$ cat src/rtl/lcd_timing_ctrl.sv
// lcd_timing_ctrl: Game Boy PPU dot/line sequencer driving the renderer strobe,
// LY/STAT/LYC status, VBlank/STAT interrupts and CPU VRAM/OAM access gating.
module lcd_timing_ctrl #(
   parameter int DOTS_PER_LINE = 456,
   parameter int OAM_DOTS      = 80,
   parameter int DRAW_DOTS     = 172,
   parameter int VISIBLE_LINES = 144,
   parameter int TOTAL_LINES   = 154
) (
   input  logic       clk_i,
   input  logic       reset_i,
   input  logic       dot_en_i,
   input  logic       lcd_on_i,
   input  logic [7:0] lyc_i,
   input  logic [3:0] stat_ie_i,
   output logic [7:0] ly_o,
   output logic [8:0] dot_o,
   output logic [1:0] mode_o,
   output logic       lyc_match_o,
   output logic       drawline_o,
   output logic       frame_done_o,
   output logic       vblank_irq_o,
   output logic       stat_irq_o,
   output logic       cpu_vram_ok_o,
   output logic       cpu_oam_ok_o
);
   // Low two state bits are the STAT mode; OFF reads back as mode 0.
   localparam logic [2:0] ST_HBLANK = 3'b000;
   localparam logic [2:0] ST_VBLANK = 3'b001;
   localparam logic [2:0] ST_OAM    = 3'b010;
   localparam logic [2:0] ST_DRAW   = 3'b011;
   localparam logic [2:0] ST_OFF    = 3'b100;
   localparam logic [8:0] DOT_LAST   = 9'(DOTS_PER_LINE - 1);
   localparam logic [8:0] DRAW_START = 9'(OAM_DOTS);
   localparam logic [8:0] DRAW_END   = 9'(OAM_DOTS + DRAW_DOTS);
   localparam logic [7:0] LY_VBL     = 8'(VISIBLE_LINES);
   localparam logic [7:0] LY_LAST    = 8'(TOTAL_LINES - 1);

   logic [2:0] state_q, state_d;
   logic [8:0] dot_q, dot_d;
   logic [7:0] ly_q, ly_d;
   logic       line_end;
   logic       drawline_q, drawline_d;
   logic       frame_q, frame_d;
   logic       lyc_match_q, lyc_match_d;
   logic       stat_line_q, stat_line_d;
   logic       stat_irq_q, stat_irq_d;
   logic       vram_ok_q, vram_ok_d;
   logic       oam_ok_q, oam_ok_d;

   assign line_end = dot_q == DOT_LAST;

   always_comb begin
      state_d = state_q;
      dot_d   = dot_q;
      ly_d    = ly_q;
      if (!lcd_on_i) begin
         state_d = ST_OFF;
         dot_d   = '0;
         ly_d    = '0;
      end else if (state_q == ST_OFF) state_d = ST_OAM;
      else if (dot_en_i) begin
         dot_d = line_end ? '0 : dot_q + 9'd1;
         ly_d  = !line_end ? ly_q : (ly_q == LY_LAST) ? '0 : ly_q + 8'd1;
         if (line_end) state_d = (ly_d < LY_VBL) ? ST_OAM : ST_VBLANK;
         else if (state_q == ST_OAM && dot_d == DRAW_START) state_d = ST_DRAW;
         else if (state_q == ST_DRAW && dot_d == DRAW_END) state_d = ST_HBLANK;
      end
   end

   // Gating with lcd_on_i keeps status and interrupts quiet from the first OFF cycle.
   assign drawline_d  = state_q == ST_OAM && state_d == ST_DRAW;
   assign frame_d     = state_q != ST_VBLANK && state_d == ST_VBLANK;
   assign lyc_match_d = lcd_on_i && ly_q == lyc_i;
   assign stat_line_d = lcd_on_i && state_q != ST_OFF &&
                        ((stat_ie_i[0] && state_q[1:0] == 2'd0) ||
                         (stat_ie_i[1] && state_q[1:0] == 2'd1) ||
                         (stat_ie_i[2] && state_q[1:0] == 2'd2) ||
                         (stat_ie_i[3] && lyc_match_q));
   assign stat_irq_d  = stat_line_d && !stat_line_q;
   assign vram_ok_d   = state_d != ST_DRAW;
   assign oam_ok_d    = state_d != ST_DRAW && state_d != ST_OAM;

   always_ff @(posedge clk_i) begin
      if (reset_i) begin
         state_q     <= ST_OFF;
         dot_q       <= '0;
         ly_q        <= '0;
         drawline_q  <= 1'b0;
         frame_q     <= 1'b0;
         lyc_match_q <= 1'b0;
         stat_line_q <= 1'b0;
         stat_irq_q  <= 1'b0;
         vram_ok_q   <= 1'b1;
         oam_ok_q    <= 1'b1;
      end else begin
         state_q     <= state_d;
         dot_q       <= dot_d;
         ly_q        <= ly_d;
         drawline_q  <= drawline_d;
         frame_q     <= frame_d;
         lyc_match_q <= lyc_match_d;
         stat_line_q <= stat_line_d;
         stat_irq_q  <= stat_irq_d;
         vram_ok_q   <= vram_ok_d;
         oam_ok_q    <= oam_ok_d;
      end
   end

   assign ly_o          = ly_q;
   assign dot_o         = dot_q;
   assign mode_o        = state_q[1:0];
   assign lyc_match_o   = lyc_match_q;
   assign drawline_o    = drawline_q;
   assign frame_done_o  = frame_q;
   assign vblank_irq_o  = frame_q;
   assign stat_irq_o    = stat_irq_q;
   assign cpu_vram_ok_o = vram_ok_q;
   assign cpu_oam_ok_o  = oam_ok_q;
endmodule

$ cat config.mk
export PLATFORM = sky130hd
export DESIGN_NAME = lcd_timing_ctrl
export DESIGN_NICKNAME = d
export VERILOG_FILES = /design/src/rtl/lcd_timing_ctrl.sv
export SDC_FILE = /design/constraint.sdc
export NUM_CORES = 1
export LEC_CHECK = 0
export CAP_MARGIN = 0
export CORE_ASPECT_RATIO = 1.25
export CORE_MARGIN = 2
export CORE_UTILIZATION = 53
export DETAILED_ROUTE_END_ITERATION = 12
export GPL_ROUTABILITY_DRIVEN = 1
export HOLD_SLACK_MARGIN = 0.08
export PLACE_DENSITY = 0.85
export SLEW_MARGIN = 20
export SYNTH_ARGS = -nofsm -noshare
export SYNTH_HDL_FRONTEND = slang
export SYNTH_SLANG_ARGS = --single-unit
$ cat constraint.sdc
create_clock -name clk_i -period 5.4 [get_ports clk_i]
set_input_delay 0.54 -clock clk_i [delete_from_list [all_inputs] [get_ports clk_i]]
set_output_delay 0.54 -clock clk_i [all_outputs]
set_load 0.02 [all_outputs]
* Word level (Yosys, flattened, before mapping)
Cells that the tools add are included. Widths: inputs -> output; s select.
Cells by class: bitwise gates (word level) 2, $add $sub $neg 2, multiplexer cells 10, equal/unequal tests 16, reduce and logical (&&, ||, !) cells 20, order comparisons 1
Operators by type and width (count):
- $mux 3 | 6
- $mux 8 | 2
- $logic_and 1x1->1 | 13
- $add 9x1->9 const B | 1
- $eq 3x2->1 const B | 3
- $eq 9x7->1 const B | 1
- $eq 9x8->1 const B | 1
- $eq 9x9->1 const B | 1
- $mux 9 | 1
- $add 8x1->8 const B | 1
- $eq 8x8->1 | 1
- $eq 8x8->1 const B | 1
- $lt 8x8->1 const B | 1
- $ne 3x2->1 const B | 2
- $eq 3x1->1 const B | 1
- $eq 3x3->1 const B | 1
- $logic_or 1x1->1 | 3
- $ne 3x1->1 const B | 1
- $ne 3x3->1 const B | 1
- $eq 2x1->1 const B | 1
- $eq 2x2->1 const B | 1
- $logic_not 2->1 | 1
- $mux 2 | 1
- $not 1->1 | 2
- 3 further kinds | 3
Storage, ports and cells: logic and storage cells 61, register bits after elaboration 27, input port bits 16

* Longest topological paths before layout
depth in word-level cells 12, depth in mapped cells 8, mapped depth without buffers 8

* Worst setup path before layout
Ideal clock, no wire load.
path kind flip-flop to flip-flop, start register dot_q[0] (netlist: dot_o[0]), end register ly_q[2] (netlist: ly_o[2]), path slack 3.208 ns, data required time 5.333 ns, data arrival time 2.124 ns, cell stages (with the launch flop) 7, cell sequence dfxtp_1 > ha_1 > and3_1 > nand3_4 > or3_4 > or3b_1 > a21oi_2
Between the ends: longest elaborated chain between the ends 2
Ends and longest elaborated chain:
- start, declared | RTL line 40 | logic [8:0] dot_q, dot_d;
- start signal, assigned | RTL line 98 | dot_q <= dot_d;
- $eq 9x9->1 | RTL line 51 | assign line_end = dot_q == DOT_LAST;
- $mux 8 | RTL line 64 | ly_d = !line_end ? ly_q : (ly_q == LY_LAST) ? '0 : ly_q + 8'd1;
- end signal, assigned | RTL line 99 | ly_q <= ly_d;
- end, declared | RTL line 41 | logic [7:0] ly_q, ly_d;
Every way passes these cells. A chain may end at the register's enable or synchronous reset.

* Final worst setup path
start register dot_q[0] (netlist: dot_o[0]), end register drawline_q (netlist: drawline_o)
Between the ends: longest elaborated chain between the ends 12, elaborated cells on any way between the ends 18
Ends and longest elaborated chain:
- $add 9x1->9 or $eq 9x9->1 (tied branches) | RTL line 63, 51
- $mux 9 | RTL line 63 | dot_d = line_end ? '0 : dot_q + 9'd1;
- $eq 9x8->1 | RTL line 67 | else if (state_q == ST_DRAW && dot_d == DRAW_END) state_d = ST_HBLANK;
- $logic_and 1x1->1 | RTL line 67
- $mux 3 | RTL line 67
- $mux 3 | RTL line 66 | else if (state_q == ST_OAM && dot_d == DRAW_START) state_d = ST_DRAW;
- $mux 3 (*) | RTL line 65 | if (line_end) state_d = (ly_d < LY_VBL) ? ST_OAM : ST_VBLANK;
- $mux 3 (*) | RTL line 62 | else if (dot_en_i) begin
- $mux 3 (*) | RTL line 61 | end else if (state_q == ST_OFF) state_d = ST_OAM;
- $mux 3 (*) | RTL line 57 | if (!lcd_on_i) begin
- $eq 3x2->1 (*) | RTL line 72 | assign drawline_d = state_q == ST_OAM && state_d == ST_DRAW;
- $logic_and 1x1->1 (*) | RTL line 72
- end signal, assigned | RTL line 100 | drawline_q <= drawline_d;
- end, declared | RTL line 43 | logic drawline_q, drawline_d;
Mark *: on every way between the ends. The rest lies on a longest branch, timed or not.

==> summary.md <==
| Metric | Value |
|---|---|
| 1st-iter DRT viols | `26` |
| Clock skew | `0.008550 ns` |
| Final Wtd Congestion | `0.8977` |
| Largest net degree at the start of global routing | `21` |
| Levels on crit path | `7` |
| Postcts setup bufs | `0` |
| Grt total ovfl | `0` |
| H-tree depth | `1` |
| Status | `completed` |
| # IOs | `42` |
| WL met3 | `174 um` |
| Vias in the first global route | `1404` |
| Worst R2R Path Depth | `7` |
| Num CTS Buffers | `3` |
| Die Span Y | `67.05 um` |
| Clk Latency, worst-skew pair | `0.32 ns` |
| Routed Antenna Nets | `0` |
| Largest delay share family, worst path | `compound AO/OA/AOI/OAI gates` |
| PD cells | `160.0 nW/um2` |
| Synthesis Warnings | `0` |
| Post-synth EDFFs | `0` |
| TritonCTS clock tree | `built` |
| Seq pwr share | `0.617` |
| Syn Area/Cell | `8.142 um2` |
| Max incr delay on CP | `0.50 ns` |
| Nets | `259` |
| Worst r2r src | `dot_o[0]$_SDFFE_PP0P_` |
| Seq cells post-synth | `27` |
| Max IR drop VDD | `0.1603 mV` |
| Max Cap Viol | `0` |
| Power share of the clock group | `0.256` |
| Met2 wire length | `1833 um` |
| Final min period | `2.334 ns` |
| Fin. Hold Viols | `0` |
| Die X | `54.44 um` |
| Pleak | `0.6802 nW` |
| Period utilization | `0.4323` |
| Logic pwr share | `0.127` |
| Ant. Diodes | `0` |
| Worst setup endpoint | `drawline_o$_SDFF_PP0_` |
| Vias | `1602` |
| Die footprint | `3650 um2` |
| Worst r2r dst | `drawline_o$_SDFF_PP0_` |
| Dpl cell area | `2057 um2` |
| CP Buf/Inv Count | `0` |
| Crit path max fanout | `8` |
| Share of flip-flops with an asynchronous set or reset | `0` |
| Critical path endpoint category | `flop` |
| Number of port buffers | `41` |
| Worst setup path start | `dot_o[0]$_SDFFE_PP0P_` |
| Type of the most critical hold path | `reg -> reg` |
| Worst path slowest cell | `dfxtp_1` |
| Residual DRC | `0` |
| First-pass GRT wire length | `6230 um` |
| Prevailing post-synth register cell | `dfxtp_1` |
| P_sw | `0.00008039 W` |
| Post-cts sizing count | `0` |
| Initial core utilization | `0.5669` |
| Final Max Tran Viols | `0` |
| Critical path class | `reg -> reg` |
| WL final | `3718 um` |
| R2R Setup Slk | `3.07 ns` |
| CORE AREA | `2973 um2` |
| Hold-fix buffers, CTS | `0` |
| Finished Cell Area | `2083 um2` |
| Synth top cells by count | `27 x dfxtp_1, 20 x nor2_1, 16 x a21oi_1` |
| Area leader, netlist | `dfxtp_1` |
| Wl on met1 | `1683 um` |
| Switching Share | `0.2412` |
| Setup TNS | `0 ns` |
| Final setup viols | `0` |
| Register area share after synthesis | `0.3207` |
| Core Rows | `22` |
| Startpoint types | `flop` |
| Mapped Cells | `207` |
| Synth top area share | `0.3207` |
| RSZ-0062 raised after global routing | `no` |
| Worst-path cell chain | `ha_1, nand3_1, o21ai_0, nand4_1, o2111a_1, a221o_1, and4_1` |
| Synth Net Count | `227` |
| Most common cell in the netlist | `dfxtp_1` |
| Highest routed layer | `met4` |
| Gr usage total | `0.2237` |
| Fmax achieved | `428.4 MHz` |
| Initial antenna violation count | `0` |
| Cell area after synthesis | `1685 um2` |
| Sinks on Clock Net | `27` |
| Relative slew margins | `0.4749` |
| Number of detailed-route iterations in the first pass | `4` |
| Worst EP required | `5.62 ns` |
| Via/cell ratio | `5.847` |
| Int Pwr | `0.0002529 W` |
| Wire per inst | `13.57 um` |
| Worst-Margin Slew | `0.7876 ns` |
| Syn-to-layout area delta | `23.61%` |
| Share of cells above drive strength 1 | `0.05462` |
| Min Hold Slack | `0.3987 ns` |
| CTS clk-pin slew, worst paths | `0.14 ns` |
| Clk buf depth | `2` |
| Post-DP HPWL | `2756 um` |
| Synth unique cells | `47` |
| Synth top area cells | `dfxtp_1 32%, xnor2_1 6.8%, a21oi_1 4.8%, nor2_1 4.5%, nand2_1 3.3%` |
| Clk root buf | `clkbuf_4` |
| Critical path arrival | `2.56 ns` |
## cell usage in the layout, fill, tap and decap left out, types with 2 or more instances in the layout
cell	instances
clkdlybuf4s50_1	41
dfxtp_1	27
nor2_1	20
a21oi_1	16
nand2_1	15
xnor2_1	13
nand3_1	9
o21ai_0	9
nand4_1	7
inv_1	6
and3_1	5
nor4_1	5
nor3_1	5
xor2_1	5
nand3b_1	4
and2_1	4
ha_1	4
nor2b_1	3
a311oi_1	3
nand2b_1	3
or3_1	3
clkbuf_4	3
and3_2	2
a31oi_1	2
o221ai_1	2
nor3b_1	2
## metrics by stage
stage	cells	setup slack [ns]	power (W)	util
floorplan	207	3.208	0.0002327	-
CTS	274	3.106	0.0003356	0.7008
finish	274	3.066	0.0003333	0.7008
global placement	270	3.019	0.0002512	0.6919
detailed placement	270	3.002	0.0002519	0.6919
global route	274	2.899	0.0003500	0.7008
## worst min path at each step
stage	from	end	slack (ns)	cells after the start
after floorplan	stat_line_q$_SDFF_PP0_	stat_irq_o$_SDFF_PP0_	0.38	1
after global placement	stat_line_q$_SDFF_PP0_	stat_irq_o$_SDFF_PP0_	0.38	1
after detailed placement	stat_line_q$_SDFF_PP0_	stat_irq_o$_SDFF_PP0_	0.39	1
after CTS	stat_line_q$_SDFF_PP0_	stat_irq_o$_SDFF_PP0_	0.40	1
after global routing	stat_line_q$_SDFF_PP0_	stat_irq_o$_SDFF_PP0_	0.42	1
final	stat_line_q$_SDFF_PP0_	stat_irq_o$_SDFF_PP0_	0.40	1
## sequential cells by signal, indices dropped and copies added, names as in the netlist
signal / flops
dot_o: 9
stat_irq_o: 1
lyc_match_o: 1
frame_done_o: 1
cpu_vram_ok_o: 1
ly_o: 8
state_q: 3
stat_line_q: 1
cpu_oam_ok_o: 1
drawline_o: 1
## power groups by stage
stage	sequential [W]	combinational (W)	clock [W]
2_1_floorplan	0.000210	0.0000223	0
3_3_place_gp	0.000210	0.0000414	0
3_5_place_dp	0.000210	0.0000419	0
4_1_cts	0.000206	0.0000420	0.0000880
5_1_grt	0.000206	0.0000464	0.0000972
6_report	0.000206	0.0000423	0.0000854
## routing by layer
metal  global-route usage  vias to the layer above
met5                    0                        -
met4              0.05938                        0
met3              0.02915                        2
met2               0.3750                       43
met1               0.2936                      750
li1                     -                      807
## layout make-up
cell class / count / area (um2)
clock buffers: 4 / 26.28
fillers: 253 / 889.6
inverters: 6 / 22.52
multi-input cells: 160 / 1039
flip-flops and latches: 27 / 540.5
well taps: 36 / 45.04
repair buffers: 41 / 410.4
## kinds of logic after synthesis
logic type,share of synthesized area
DFF,0.3207
muxes,0.006681
xor gates and xnor gates,0.09354
and+or+nand+nor,0.3207
AOI/OAI and AO/OA,0.1656
buffers and inverters,0.06310
adders and majority gates,0.02970
No activity file was read; power rests on OpenSTA's default activity.
